## src/rtl/counter_scan_display.sv

```systemverilog
// Debounced push-button up/down counter with a multiplexed nibble display scan.
// Raw inputs are synchronized, btn is debounced, and each accepted press steps the counter once.
module counter_scan_display #(
  parameter int               WIDTH     = 32,
  parameter int               SCAN_DIV  = 262144,
  parameter int               DB_CYCLES = 1000000,
  parameter logic [WIDTH-1:0] LOAD_VAL  = 'h1F,
  parameter bit               SATURATE  = 1'b0,
  localparam int              ND        = WIDTH / 4,
  localparam int              AW        = (ND > 1) ? $clog2(ND) : 1
) (
  input  logic             clk,
  input  logic             rst,
  input  logic             btn,
  input  logic             up,
  input  logic             load,
  output logic [WIDTH-1:0] value,
  output logic [3:0]       d,
  output logic [AW-1:0]    an,
  output logic             ovf
);

  localparam int SW = $clog2(SCAN_DIV);
  localparam int DW = $clog2(DB_CYCLES);
  localparam logic [WIDTH-1:0] VMAX = {WIDTH{1'b1}};

  logic [1:0]    btn_sync, up_sync, load_sync;
  logic          btn_s, up_s, load_s;
  logic [DW-1:0] db_cnt;
  logic          db_level, db_level_q;
  logic          step;
  logic [SW-1:0] scan_cnt;
  logic [3:0]    nib [ND];

  always_ff @(posedge clk or posedge rst) begin
    if (rst) begin
      btn_sync  <= '0;
      up_sync   <= '0;
      load_sync <= '0;
    end else begin
      btn_sync  <= {btn_sync[0], btn};
      up_sync   <= {up_sync[0], up};
      load_sync <= {load_sync[0], load};
    end
  end

  assign btn_s  = btn_sync[1];
  assign up_s   = up_sync[1];
  assign load_s = load_sync[1];

  // The level only follows btn after it has differed for DB_CYCLES consecutive cycles.
  always_ff @(posedge clk or posedge rst) begin
    if (rst) begin
      db_cnt     <= '0;
      db_level   <= 1'b0;
      db_level_q <= 1'b0;
    end else begin
      db_level_q <= db_level;
      if (btn_s == db_level) begin
        db_cnt <= '0;
      end else if (db_cnt == DW'(DB_CYCLES - 1)) begin
        db_level <= btn_s;
        db_cnt   <= '0;
      end else begin
        db_cnt <= db_cnt + DW'(1);
      end
    end
  end

  assign step = db_level & ~db_level_q;

  always_ff @(posedge clk or posedge rst) begin
    if (rst) begin
      value <= '0;
      ovf   <= 1'b0;
    end else begin
      ovf <= 1'b0;
      if (step) begin
        if (load_s) begin
          value <= LOAD_VAL;
        end else if (up_s) begin
          if (value == VMAX) begin
            ovf <= 1'b1;
            if (!SATURATE) value <= '0;
          end else begin
            value <= value + WIDTH'(1);
          end
        end else begin
          if (value == '0) begin
            ovf <= 1'b1;
            if (!SATURATE) value <= VMAX;
          end else begin
            value <= value - WIDTH'(1);
          end
        end
      end
    end
  end

  always_ff @(posedge clk or posedge rst) begin
    if (rst) begin
      scan_cnt <= '0;
      an       <= '0;
    end else if (scan_cnt == SW'(SCAN_DIV - 1)) begin
      scan_cnt <= '0;
      an       <= (an == AW'(ND - 1)) ? '0 : an + AW'(1);
    end else begin
      scan_cnt <= scan_cnt + SW'(1);
    end
  end

  for (genvar i = 0; i < ND; i++) begin : g_nib
    assign nib[i] = value[4*i +: 4];
  end

  always_ff @(posedge clk or posedge rst) begin
    if (rst) d <= '0;
    else     d <= nib[an];
  end

endmodule
```

## config.mk

```make
export PLATFORM = sky130hd
export DESIGN_NAME = counter_scan_display
export DESIGN_NICKNAME = d
export VERILOG_FILES = /design/src/rtl/counter_scan_display.sv
export SDC_FILE = /design/constraint.sdc
export NUM_CORES = 1
export LEC_CHECK = 0
export CORE_UTILIZATION = 60
export CTS_CLUSTER_SIZE = 24
export DETAILED_ROUTE_END_ITERATION = 12
export HOLD_SLACK_MARGIN = 0.12
export PLACE_DENSITY = 0.91
export SLEW_MARGIN = 20
export SYNTH_ARGS = -nofsm -noshare
export SYNTH_HDL_FRONTEND = slang
export SYNTH_SLANG_ARGS = --single-unit
```

## constraint.sdc

```tcl
create_clock -name clk -period 4.9 [get_ports clk]
set_input_delay 0.735 -clock clk [delete_from_list [all_inputs] [get_ports clk]]
set_output_delay 0.735 -clock clk [all_outputs]
set_load 0.05 [all_outputs]
```

# --- Word-level counts from Yosys, hierarchy flattened ---
# Index checks and enable logic that the tools add are counted.
op_classes:
  add_sub_neg: 5
  order_cmp: 1
  eq_ne: 5
  mux: 16
  bitwise: 4
  n_reduce_logical: 2
ops:
  columns: ["operator", "count"]
  rows:
  - ["2-to-1 mux 32 bit", 4]
  - ["2-to-1 mux 20 bit", 2]
  - ["adder 32 x 1 -> 32 bit (second input constant)", 1]
  - ["== test 32 bit (second input constant)", 1]
  - ["zero test 32 bit", 1]
  - ["subtractor 32 x 1 -> 32 bit (second input constant)", 1]
  - ["adder 20 x 1 -> 20 bit (second input constant)", 1]
  - ["== test 20 bit (second input constant)", 1]
  - ["adder 18 x 1 -> 18 bit (second input constant)", 1]
  - ["== test 18 bit (second input constant)", 1]
  - ["2-to-1 mux 18 bit", 1]
  - ["binary-select mux 4 bit (select 3 bit)", 1]
  - ["2-to-1 mux 4 bit", 2]
  - ["2-to-1 mux 1 bit", 5]
  - ["greater-or-equal comparator 4 bit (second input constant)", 1]
  - ["NOT 3 -> 4 bit", 1]
  - ["adder 3 x 1 -> 3 bit (second input constant)", 1]
  - ["== test 3 bit (second input constant)", 1]
  - ["2-to-1 mux 3 bit", 1]
  - ["NOT 1 bit", 2]
  - ["AND reduction 2 bit", 1]
  - ["AND 1 bit", 1]
  - ["== test 1 bit", 1]
word_totals:
  reg_bits: 86
  in_bits: 5
  out_inout_bits: 40

# --- Logic depth before layout (Yosys ltp) ---
# Gate-level depths: netlist of run 1.
depth:
  word_depth: 5
  mapped_depth: 10
  depth_no_buf: 8

# --- Worst setup path after synthesis of run 1 ---
# OpenSTA, ideal clock, no wires.
synth_path:
  path_kind: "register to register"
  from: "register value[1]"
  to: "register value[19]"
  setup_time_ns: 0.121
  arrival_time_ns: 2.838
  path_slack_ns: 1.941
  path_stages_with_launch: 9
  n_path_buf: 1
  synth_period_minus_slack_ns: 2.959
  cell_sequence: "dfrtp_1 ha_1 nand4_2 or4_1 buf_2 nor4_4 nor2_2 a31o_1 a22o_1"
synth_between:
  elab_chain_cells: 4
  word_cells_on_any_way: 8
  classes_between: "add/sub: 2; eq/ne: 1; mux: 4; reduce/logical: 1"
synth_rtl:
  columns: ["element", "line", "source"]
  rows:
  - ["start, declared", "17", "output logic [WIDTH-1:0] value,"]
  - ["start signal, assigned", "86", "value <= value + WIDTH'(1);"]
  - ["start signal, assigned", "93", "value <= value - WIDTH'(1);"]
  - ["subtractor 32 x 1 -> 32 bit (tied with other cells)", "93", null]
  - ["2-to-1 mux 32 bit (on tied branches)", "89, 82", null]
  - ["2-to-1 mux 32 bit (*)", "81", "end else if (up_s) begin"]
  - ["2-to-1 mux 32 bit (*)", "79", "if (load_s) begin"]
# Mark *: on every way between the ends. The rest lies on a longest branch, timed or not.
# A chain may end at the register's enable or synchronous reset.

# --- Worst setup path in the final report of run 1 ---
layout_path:
  from: "register value[0]"
  to: "register value[26]"
# The elaborated chain is that of the path after synthesis.

==> run summary, run 1 <==
hpwl dp: 10800 µm
CTS tree: yes
initial DRC count: 819
final period utilization: 66.9%
Row Count: 35
R2R Setup Slk: 1.62 ns
Hold Crit Class: flip-flop to flip-flop
internal power: 0.962 mW
Ports: 45
Post-synth ARST share: 100%
top cells by area, synth: dfrtp_1 (38%), xnor2_1 (5.0%), nor2_1 (4.1%), nand3_1 (4.0%), nand2_1 (3.3%)
slew margin rel.: 20.1%
Avg WL per Cell: 20.7 µm
DRT antenna net count: 0
Chip Height: 99.0 µm
max-slew violation count: 0
Worst path top cell family by delay: simple AND/OR/NAND/NOR gates
first-pass GRT wire length: 25400 µm
CP Class: flip-flop to flip-flop
Max Clk Rate: 305 MHz
Most used DFF post-synth: dfrtp_1
Max-Cap Viols: 0
post-cts resize count: 0
vias per inst: 7.09
antenna cells: 0
IO buf count: 44
Leak: 2.58 nW
initial antenna violation count: 0
Filler cells: 736
final routed DRC violation total: 0
placed instance area: 6030 µm²
final hold slack: 0.357 ns
footprint of the multi-input gates: 3220 µm²
gr usage total: 33.2%
die footprint: 9810 µm²
CP Capture Type: flip-flop
post-CTS setup buffers: 0
Worst setup SP type: flip-flop
minimum clock period: 3.28 ns
synthesis-to-finish area growth: 10.1%
clock net sink count: 86
Comb pwr share: 3.3%
EDFF count, synth: 0
Num CTS Buffers: 9
largest net degree at the start of global routing: 54
vias in the first global route: 5023
synthesized instance count: 639
TNS Setup: 0 ns
Worst path slowest cell: or4_1
worst path cell trace: ha_1 > nand4_2 > or4_1 > nor4_4 > nor2_2 > and4b_1 > a211o_1
Clk Latency, worst-skew pair: 0.37 ns
Psw: 0.316 mW
Synth top area share: 38.1%
drt first pass iters: 5
Sequential Power Share: 56.2%
commonest cells in the netlist: dfrtp_1 (86), nor2_1 (61), nand2_1 (50)
CTS Root Cell: clkbuf_8
CP max stage delay: 0.80 ns
most common cell in the netlist: dfrtp_1
share of cells above drive strength 1: 8.22%
cell area power density: 205 nW/µm²
post-layout instance area: 6220 µm²
Cell variety after synth: 68
H-tree levels: 3
Core ar.: 9200 µm²
maximum VDD drop: 158 µV
vias: 5360
status: complete, no violations
Clock power frac: 40.5%
Hold Vio Cnt, Final: 0
final net count: 653
RSZ-0062 raised after global routing: no
clock skew: 0.0171 ns
Final GP Congestion: 0.974
Seq/Total Area, Yosys: 38.1%
Synth area leader: dfrtp_1
drt total wl: 15600 µm
YS warnings: 0
Worst EP required: 5.16 ns
Post-Syn Area per Cell: 8.84 µm²
critical path arrival: 3.54 ns
Final Setup Violations: 0
fin cells: 756
Post-Synthesis Net Count: 651
Clk pin slew, worst setup/hold paths: 0.09 ns
Die Span X: 99.0 µm
Initial Utilization: 61.4%
post-synthesis register bit count: 86
synthesized area: 5650 µm²
DP Cell Count: 741
switching part of the total: 24.7%
slew of the pin with the lowest slew margin: 1.19 ns
GR Overflow Total: 0
crit path max fanout: 24
Storage cell area: 2150 µm²
CTS Buffer Depth: 2
worst path bufs/invs: 0
Hold-fix buffers, CTS: 0
[final cells by class]
| type | instances | area share [%] |
|---|---|---|
| clock buffers | 9 | 1.99 |
| well taps | 111 | 2.23 |
| flip-flops and latches | 86 | 34.6 |
| clock inverters | 6 | 1.13 |
| multi-input cells | 484 | 51.7 |
| inverters | 11 | 0.684 |
| repair buffers | 49 | 7.68 |
[power by group through the flow]
stage          Clock [mW]  Sequential [mW]  Combinational, mW
6_report            0.518            0.718             0.0424
3_5_place_dp            0            0.732             0.0425
5_1_grt             0.556            0.719             0.0477
2_1_floorplan           0            0.730             0.0303
3_3_place_gp            0            0.732             0.0410
4_1_cts             0.522            0.718             0.0427
[cells by family (layout without fill, tap and decap cells)]
| family | count (synthesis) | after routing | share of synthesized area (%) |
|---|---|---|---|
| AOI/OAI and AO/OA | 118 | 118 | 14.8 |
| xor gates and xnor gates | 50 | 50 | 7.75 |
| adders and majority gates | 7 | 7 | 1.55 |
| buffers and inverters | 69 | 75 | 4.96 |
| DFF | 86 | 86 | 38.1 |
| muxes | 17 | 17 | 4.96 |
| and+or+nand+nor | 292 | 292 | 27.9 |
[flip-flops by register name, indices dropped and copies added, names as in the netlist]
register,cells
an,3
btn_sync,2
d,4
db_cnt,20
db_level,1
db_level_q,1
load_sync,2
ovf,1
scan_cnt,18
up_sync,2
value,32
[final timing paths]
check,depth (start not counted),endpoint,startpoint
min in group asynchronous,2,value[11]$_DFFE_PP0P_,rst
hold / removal,0,load_sync[1]$_DFF_PP0_,load_sync[0]$_DFF_PP0_
setup reg to reg,7,value[26]$_DFFE_PP0P_,value[0]$_DFFE_PP0P_
hold reg to reg,0,load_sync[1]$_DFF_PP0_,load_sync[0]$_DFF_PP0_
setup / recovery,7,value[26]$_DFFE_PP0P_,value[0]$_DFFE_PP0P_
max in group asynchronous,3,value[15]$_DFFE_PP0P_,rst
[per-layer routing]
layer	vias to the layer above	routed length [µm]	global-route usage, %
met5	-	0	0
met4	0	607	17.2
met3	77	1610	6.88
met2	376	7170	50.1
met1	2533	6240	45.3
li1	2374	-	-
[stage by stage]
step	setup slack, ns	util [%]	power [mW]
6_report	1.62	67.7	1.28
5_1_grt	1.45	67.7	1.32
4_1_cts	1.68	67.7	1.28
3_5_place_dp	1.68	65.6	0.775
3_3_place_gp	1.77	65.6	0.773
2_1_floorplan	1.94	-	0.760
[layout by cell type (no fill, tap or decap), types with 6 or more instances in the layout]
| cell | count |
|---|---|
| mux4_2 | 8 |
| or4_1 | 10 |
| nand2_1 | 50 |
| xor2_1 | 18 |
| o21ai_0 | 24 |
| mux2_2 | 8 |
| nand4_1 | 23 |
| o31ai_1 | 11 |
| or3_1 | 10 |
| clkbuf_8 | 9 |
| inv_1 | 10 |
| nand3_1 | 45 |
| nor2_1 | 61 |
| dfrtp_1 | 86 |
| a21oi_1 | 18 |
| and4_1 | 13 |
| nor4_1 | 19 |
| o211ai_1 | 6 |
| xnor2_1 | 32 |
| a31oi_1 | 11 |
| and3_1 | 11 |
| ha_1 | 7 |
| clkdlybuf4s50_1 | 44 |
| nor3_1 | 21 |
Note: power is estimated with default switching activity, not from simulation.
==> run 2: changes to the inputs <==
--- a/config.mk
+++ b/config.mk
@@ -5,11 +5,11 @@
 export SDC_FILE = /design/constraint.sdc
 export NUM_CORES = 1
 export LEC_CHECK = 0
-export CORE_UTILIZATION = 60
+export CORE_UTILIZATION = 53
 export CTS_CLUSTER_SIZE = 24
 export DETAILED_ROUTE_END_ITERATION = 12
 export HOLD_SLACK_MARGIN = 0.12
-export PLACE_DENSITY = 0.91
+export PLACE_DENSITY = 0.86
 export SLEW_MARGIN = 20
 export SYNTH_ARGS = -nofsm -noshare
 export SYNTH_HDL_FRONTEND = slang
==> constraint.sdc (replaced) <==
create_clock -name clk -period 2.9 [get_ports clk]
set_input_delay 0.435 -clock clk [delete_from_list [all_inputs] [get_ports clk]]
set_output_delay 0.435 -clock clk [all_outputs]
set_load 0.05 [all_outputs]
==> run 2 against run 1 <==
Effect of this change:
- sequential share of layout area is 1.9 points lower
- register-to-register slack worse by 1.6 ns
- critical path type unchanged
- fmax is 13% higher
- critical endpoint unchanged
- routed wire length is 4.7% higher
- the run now ends with negative setup slack left
- sequential power is 69% higher
==> run summary, run 2 (same netlist as run 1, synthesis figures left out) <==
Clk pin slew, worst setup/hold paths: 0.10 ns (about the same)
IO buf count: 44 (unchanged)
Ports: 45 (unchanged)
critical path endpoint: value[26]$_DFFE_PP0P_
final period utilization: 100% (+33 points)
Final Setup Violations: 1 (+1)
Crit. Startpoint: value[23]$_DFFE_PP0P_
Max-Cap Viols: 0 (unchanged)
WHS Path Cells: 0 (unchanged)
drt first pass iters: 7 (+2)
gr usage total: 31.0% (-2.2 points)
Design Power: 2.20 mW (+72%)
vias: 5498 (+2.6%)
Worst path slowest cell: a2111oi_0
R2R Setup Slk: -0.001 ns (-1.62 ns)
initial antenna violation count: 0 (unchanged)
Critical R2R Launch: value[23]$_DFFE_PP0P_
Hold Crit Start: btn_sync[0]$_DFF_PP0_
CP max stage delay: 0.79 ns (about the same)
share of cells above drive strength 1: 14.0% (+5.8 points)
PnR worst setup slack: -0.00146 ns (-1.62 ns)
Largest register FFs: 32 (unchanged)
Filler cells: 826 (+12%)
DRT antenna net count: 0 (unchanged)
status: finished, violations left
CTS tree: yes
slew of the pin with the lowest slew margin: 0.851 ns (-0.337 ns)
first-pass GRT wire length: 26800 µm (+5.8%)
max-slew violation count: 0 (unchanged)
worst path bufs/invs: 1 (+1)
Regs by FF count: value x32, db_cnt x20, scan_cnt x18
worst path cell trace: or4_1 > buf_4 > nor4_2 > a31oi_1 > a2111oi_0 > a211o_1
cell area power density: 335 nW/µm² (+63%)
Initial Utilization: 54.7% (-6.7 points)
Worst setup SP type: flip-flop
critical path arrival: 3.22 ns (-0.32 ns)
die footprint: 11100 µm² (+13%)
Core ar.: 10300 µm² (+12%)
Worst EP required: 3.21 ns (-1.95 ns)
maximum VDD drop: 203 µV (+29%)
Storage cell area: 2150 µm² (+0.12%)
hpwl dp: 11200 µm (+4.2%)
initial DRC count: 621 (-24%)
Final GP Congestion: 0.995 (+2.2%)
CTS Root Cell: clkbuf_8
Chip Height: 105 µm (+6.3%)
failing checks: negative setup slack
worst r2r path cells: 6 (-1)
footprint of the multi-input gates: 3220 µm² (unchanged)
crit path max fanout: 5 (-79%)
GR Overflow Total: 0 (unchanged)
Biggest register: value
Avg WL per Cell: 19.9 µm (-3.7%)
antenna cells: 0 (unchanged)
CP Class: flip-flop to flip-flop
Max Clk Rate: 345 MHz (+13%)
largest net degree at the start of global routing: 87 (+61%)
clock skew: 0.0135 ns (-0.00365 ns)
Clk Latency, worst-skew pair: 0.38 ns (about the same)
Leak: 2.81 nW (+8.6%)
final net count: 693 (+6.1%)
reg2reg end: value[26]$_DFFE_PP0P_
CP Capture Type: flip-flop
synthesis-to-finish area growth: 16.6%
Worst path top cell family by delay: compound AO/OA/AOI/OAI gates
vias in the first global route: 5218 (+3.9%)
CTS Buffer Depth: 2 (unchanged)
final routed DRC violation total: 0 (unchanged)
Num CTS Buffers: 9 (unchanged)
drt total wl: 16400 µm (+4.7%)
clock net sink count: 86 (unchanged)
Row Count: 37 (+5.7%)
slew margin rel.: 41.8% (+22 points)
vias per inst: 6.69 (-5.7%)
Hold Crit Class: flip-flop to flip-flop
TNS Setup: -0.00146 ns (-0.00146 ns)
most common cell after layout, fill and taps aside: dfrtp_1
cell count along the critical path: 6 (-1)
commonest cells after routing, fill and taps aside: dfrtp_1 (84), nor2_1 (61), nand2_1 (50)
Die Span X: 105 µm (+6.3%)
minimum clock period: 2.90 ns (-0.379 ns)
setup slack after placement: 0.219 ns (-1.46 ns)
H-tree levels: 3 (unchanged)
RSZ-0062 raised after global routing: no
Hold Vio Cnt, Final: 0 (unchanged)
run 2: cell count changes in the layout (fill, tap and decap cells not counted), sizes merged:
cell and change:
buf +40, clkinv +1, clkinvlp -1, inv +1
run 2: final cells by class:
type	instances	share of cell area [%]
inverter	11	0.646
timing repair buffer	89	12.0
sequential	86	32.7
clock inverter	7	1.35
tap	136	2.58
multi-input combinational	484	48.8
clock buffer	9	1.88
run 2: where the power goes:
group / switching, mW / internal, mW / total [mW]
registers: 0.00856 / 1.21 / 1.21
logic: 0.0507 / 0.0221 / 0.0728
clock network: 0.502 / 0.416 / 0.918
total: 0.561 / 1.64 / 2.20
run 2: metal layers:
metal / GRT usage, % / share of wire, % / vias up
met2: 45.9 / 44 / 378
met1: 42.7 / 40 / 2588
met3: 7.30 / 12 / 75
met4: 15.1 / 4.0 / 0
met5: 0 / 0 / -
li1: - / - / 2457
run 2: repair_timing:
item | CTS | global route
hold buffers | 0 | 0
endpoints found under the setup margin | 0 | 2
resized for setup | 0 | 1
buffers inserted | 0 | 0
run 2: metrics by stage:
| stage | util, % | instances | cell area, µm² | hold WS [ns] |
|---|---|---|---|---|
| 6_report | 63.8 | 822 | 6590 | 0.355 |
| 3_5_place_dp | 61.7 | 806 | 6370 | 0.338 |
| 3_3_place_gp | 61.7 | 806 | 6370 | 0.335 |
| 4_1_cts | 63.8 | 822 | 6590 | 0.358 |
| 5_1_grt | 63.8 | 822 | 6590 | 0.361 |
| 2_1_floorplan | - | 639 | 5650 | 0.331 |
run 2: how the worst min path moves through the flow:
stage                                       end  slack, ns
after detailed placement  btn_sync[1]$_DFF_PP0_       0.34
after global placement     up_sync[1]$_DFF_PP0_       0.34
after global routing      btn_sync[1]$_DFF_PP0_       0.36
final                     btn_sync[1]$_DFF_PP0_       0.35
after floorplan           btn_sync[1]$_DFF_PP0_       0.33
after CTS                 btn_sync[1]$_DFF_PP0_       0.36
run 2: worst register-to-register path, delay by kind of cell (launching register included):
family	cells	cell delay, ns
buf+inv	1	0.19
flops	1	0.42
simple gates	2	1.07
compound gates	3	1.16
==> run 3: changes to the inputs <==
--- a/config.mk
+++ b/config.mk
@@ -8,6 +8,7 @@
 export CORE_UTILIZATION = 53
 export CTS_CLUSTER_SIZE = 24
 export DETAILED_ROUTE_END_ITERATION = 12
+export GPL_TIMING_DRIVEN = 0
 export HOLD_SLACK_MARGIN = 0.12
 export PLACE_DENSITY = 0.86
 export SLEW_MARGIN = 20
==> run 3 against run 2 <==
Effect of this change:
- the run now ends clean
- clock-buffer cell count grew 1
- critical path depth increased by 3
- clock skew rose by 0.00065 ns
- critical endpoint is now value[14]$_DFFE_PP0P_
- largest cell class unchanged
==> run summary, run 3 (same netlist as run 1, synthesis figures left out) <==
status: complete, no violations
Hold Crit Class: flip-flop to flip-flop
Num CTS Buffers: 9 (unchanged)
initial antenna violation count: 1 (+1)
DRT antenna net count: 0 (unchanged)
crit path max fanout: 10 (+5)
Leak: 2.78 nW (-0.90%)
Core ar.: 10300 µm² (unchanged)
H-tree levels: 3 (unchanged)
Final GP Congestion: 1.02 (+2.1%)
Critical R2R Launch: value[0]$_DFFE_PP0P_
drt first pass iters: 8 (+1)
Max Used Layer: met4
CTS tree: yes
largest net degree at the start of global routing: 45 (-48%)
final net count: 714 (+3.0%)
placed instance area: 6290 µm² (-1.3%)
Clk Latency, worst-skew pair: 0.38 ns (about the same)
PnR worst setup slack: 0.0377 ns (+0.0392 ns)
max-slew violation count: 0 (unchanged)
reg2reg end: value[14]$_DFFE_PP0P_
Worst setup SP type: flip-flop
gr usage total: 32.6% (+1.6 points)
final period utilization: 98.7% (-1.4 points)
Row Count: 37 (unchanged)
R2R Setup Slk: 0.04 ns (+0.04 ns)
CTS Buffer Depth: 2 (unchanged)
Hold-fix buffers, CTS: 0 (unchanged)
clock net sink count: 86 (unchanged)
vias in the first global route: 5286 (+1.3%)
synthesis-to-finish area growth: 17.4%
hpwl dp: 12200 µm (+9.0%)
critical path endpoint: value[14]$_DFFE_PP0P_
DRT met1 WL: 6980 µm (+5.7%)
slew of the pin with the lowest slew margin: 0.825 ns (-0.0253 ns)
minimum clock period: 2.86 ns (-0.0392 ns)
commonest cells after routing, fill and taps aside: dfrtp_1 (85), nor2_1 (61), nand2_1 (50)
CP Class: flip-flop to flip-flop
Chip Height: 105 µm (unchanged)
RSZ-0062 raised after global routing: yes
critical path arrival: 3.13 ns (-0.09 ns)
wire length on met3: 1970 µm (+4.1%)
share of cells above drive strength 1: 11.5% (-2.5 points)
Regs by FF count: value x32, db_cnt x20, scan_cnt x18
GR Overflow Total: 0 (unchanged)
most common cell after layout, fill and taps aside: dfrtp_1
CP Capture Type: flip-flop
CTS Root Cell: clkbuf_8
Final Setup Violations: 0 (-1)
vias per inst: 6.73 (+0.65%)
met2 routed WL: 7730 µm (+7.1%)
Biggest register: value
die footprint: 11100 µm² (unchanged)
cell area power density: 328 nW/µm² (-1.9%)
maximum VDD drop: 262 µV (+29%)
TNS Setup: 0 ns (+0.00146 ns)
first-pass GRT wire length: 27700 µm (+3.1%)
Clk pin slew, worst setup/hold paths: 0.09 ns (about the same)
Initial Utilization: 54.7% (unchanged)
initial DRC count: 713 (+15%)
Filler cells: 828 (+0.24%)
Worst EP required: 3.17 ns (-0.04 ns)
Largest register FFs: 32 (unchanged)
IO buf count: 44 (unchanged)
setup slack after placement: -0.190 ns (-0.409 ns)
antenna cells: 0 (unchanged)
Hold Vio Cnt, Final: 0 (unchanged)
Die Span X: 105 µm (unchanged)
Crit. Startpoint: value[0]$_DFFE_PP0P_
footprint of the multi-input gates: 3310 µm² (+2.8%)
vias: 5675 (+3.2%)
Storage cell area: 2150 µm² (about the same)
clock skew: 0.0141 ns (+0.000653 ns)
worst r2r path cells: 9 (+3)
Max Clk Rate: 349 MHz (+1.4%)
post-layout instance area: 6630 µm² (+0.68%)
Ports: 45 (unchanged)
Avg WL per Cell: 20.9 µm (+4.8%)
Max-Cap Viols: 0 (unchanged)
drt total wl: 17600 µm (+7.4%)
slew margin rel.: 45.0% (+3.2 points)
final routed DRC violation total: 0 (unchanged)
-- run 3: cell types whose count changed in the layout (fill, tap and decap cells not counted), moves of 2 or more --
| cell | delta |
|---|---|
| buf_4 | -36 |
| clkbuf_1 | +43 |
| nor4_1 | -4 |
| nor4_2 | +2 |
| nand4_2 | -2 |
| buf_2 | +11 |
| nor4_4 | +2 |
| nand4_4 | +2 |
-- run 3: layout make-up --
class,instances,share of cell area [%]
Timing Repair Buffer,53,7.81
Inverter,11,0.660
Sequential cell,86,32.5
Tap cell,136,2.57
Buffer,57,3.66
Clock inverter,6,1.04
Clock buffer,10,1.92
Multi-Input combinational cell,484,49.9
-- run 3: through the flow --
step                instances  power, mW  hold WS [ns]  util, %
finish                    843       2.18         0.361     64.2
global route              843       2.25         0.369     64.2
CTS                       837       2.19         0.363     63.0
detailed placement        820       1.32         0.344     60.9
global placement          819       1.31         0.333     60.6
floorplan                 639       1.28         0.331        -
-- run 3: critical path, cell delays in order (launching register included) --
cell	delay, ns
dfrtp_1	0.43
buf_2	0.21
inv_1	0.10
ha_1	0.22
or3b_2	0.52
or4_4	0.46
or3_4	0.37
nor3_2	0.12
a211oi_1	0.07
o22a_1	0.24
-- run 3: routing by layer --
layer | global-route usage [%] | up-vias
met4 | 18.2 | 0
met3 | 5.63 | 88
met1 | 45.3 | 2659
li1 | - | 2502
met2 | 48.2 | 426
met5 | 0 | -
-- run 3: worst min path at each step --
stage	from	end	cells past startpoint
floorplan	btn_sync[0]$_DFF_PP0_	btn_sync[1]$_DFF_PP0_	0
global placement	up_sync[0]$_DFF_PP0_	up_sync[1]$_DFF_PP0_	0
detailed placement	btn_sync[0]$_DFF_PP0_	btn_sync[1]$_DFF_PP0_	0
CTS	btn_sync[0]$_DFF_PP0_	btn_sync[1]$_DFF_PP0_	0
global route	btn_sync[0]$_DFF_PP0_	btn_sync[1]$_DFF_PP0_	0
finish	btn_sync[0]$_DFF_PP0_	btn_sync[1]$_DFF_PP0_	0
-- run 3: timing repair --
item,in CTS,in global routing
setup endpoints to repair,18,21
resized for setup,3,17
pin swaps,1,3
buffers inserted,1,7
-- run 3: where the power goes --
part | internal (mW) | leakage [nW] | switching (mW) | total, mW
Sequential | 1.21 | 1.17 | 0.00520 | 1.21
Clock | 0.405 | 0.0973 | 0.480 | 0.885
Combinational | 0.0227 | 1.51 | 0.0590 | 0.0817
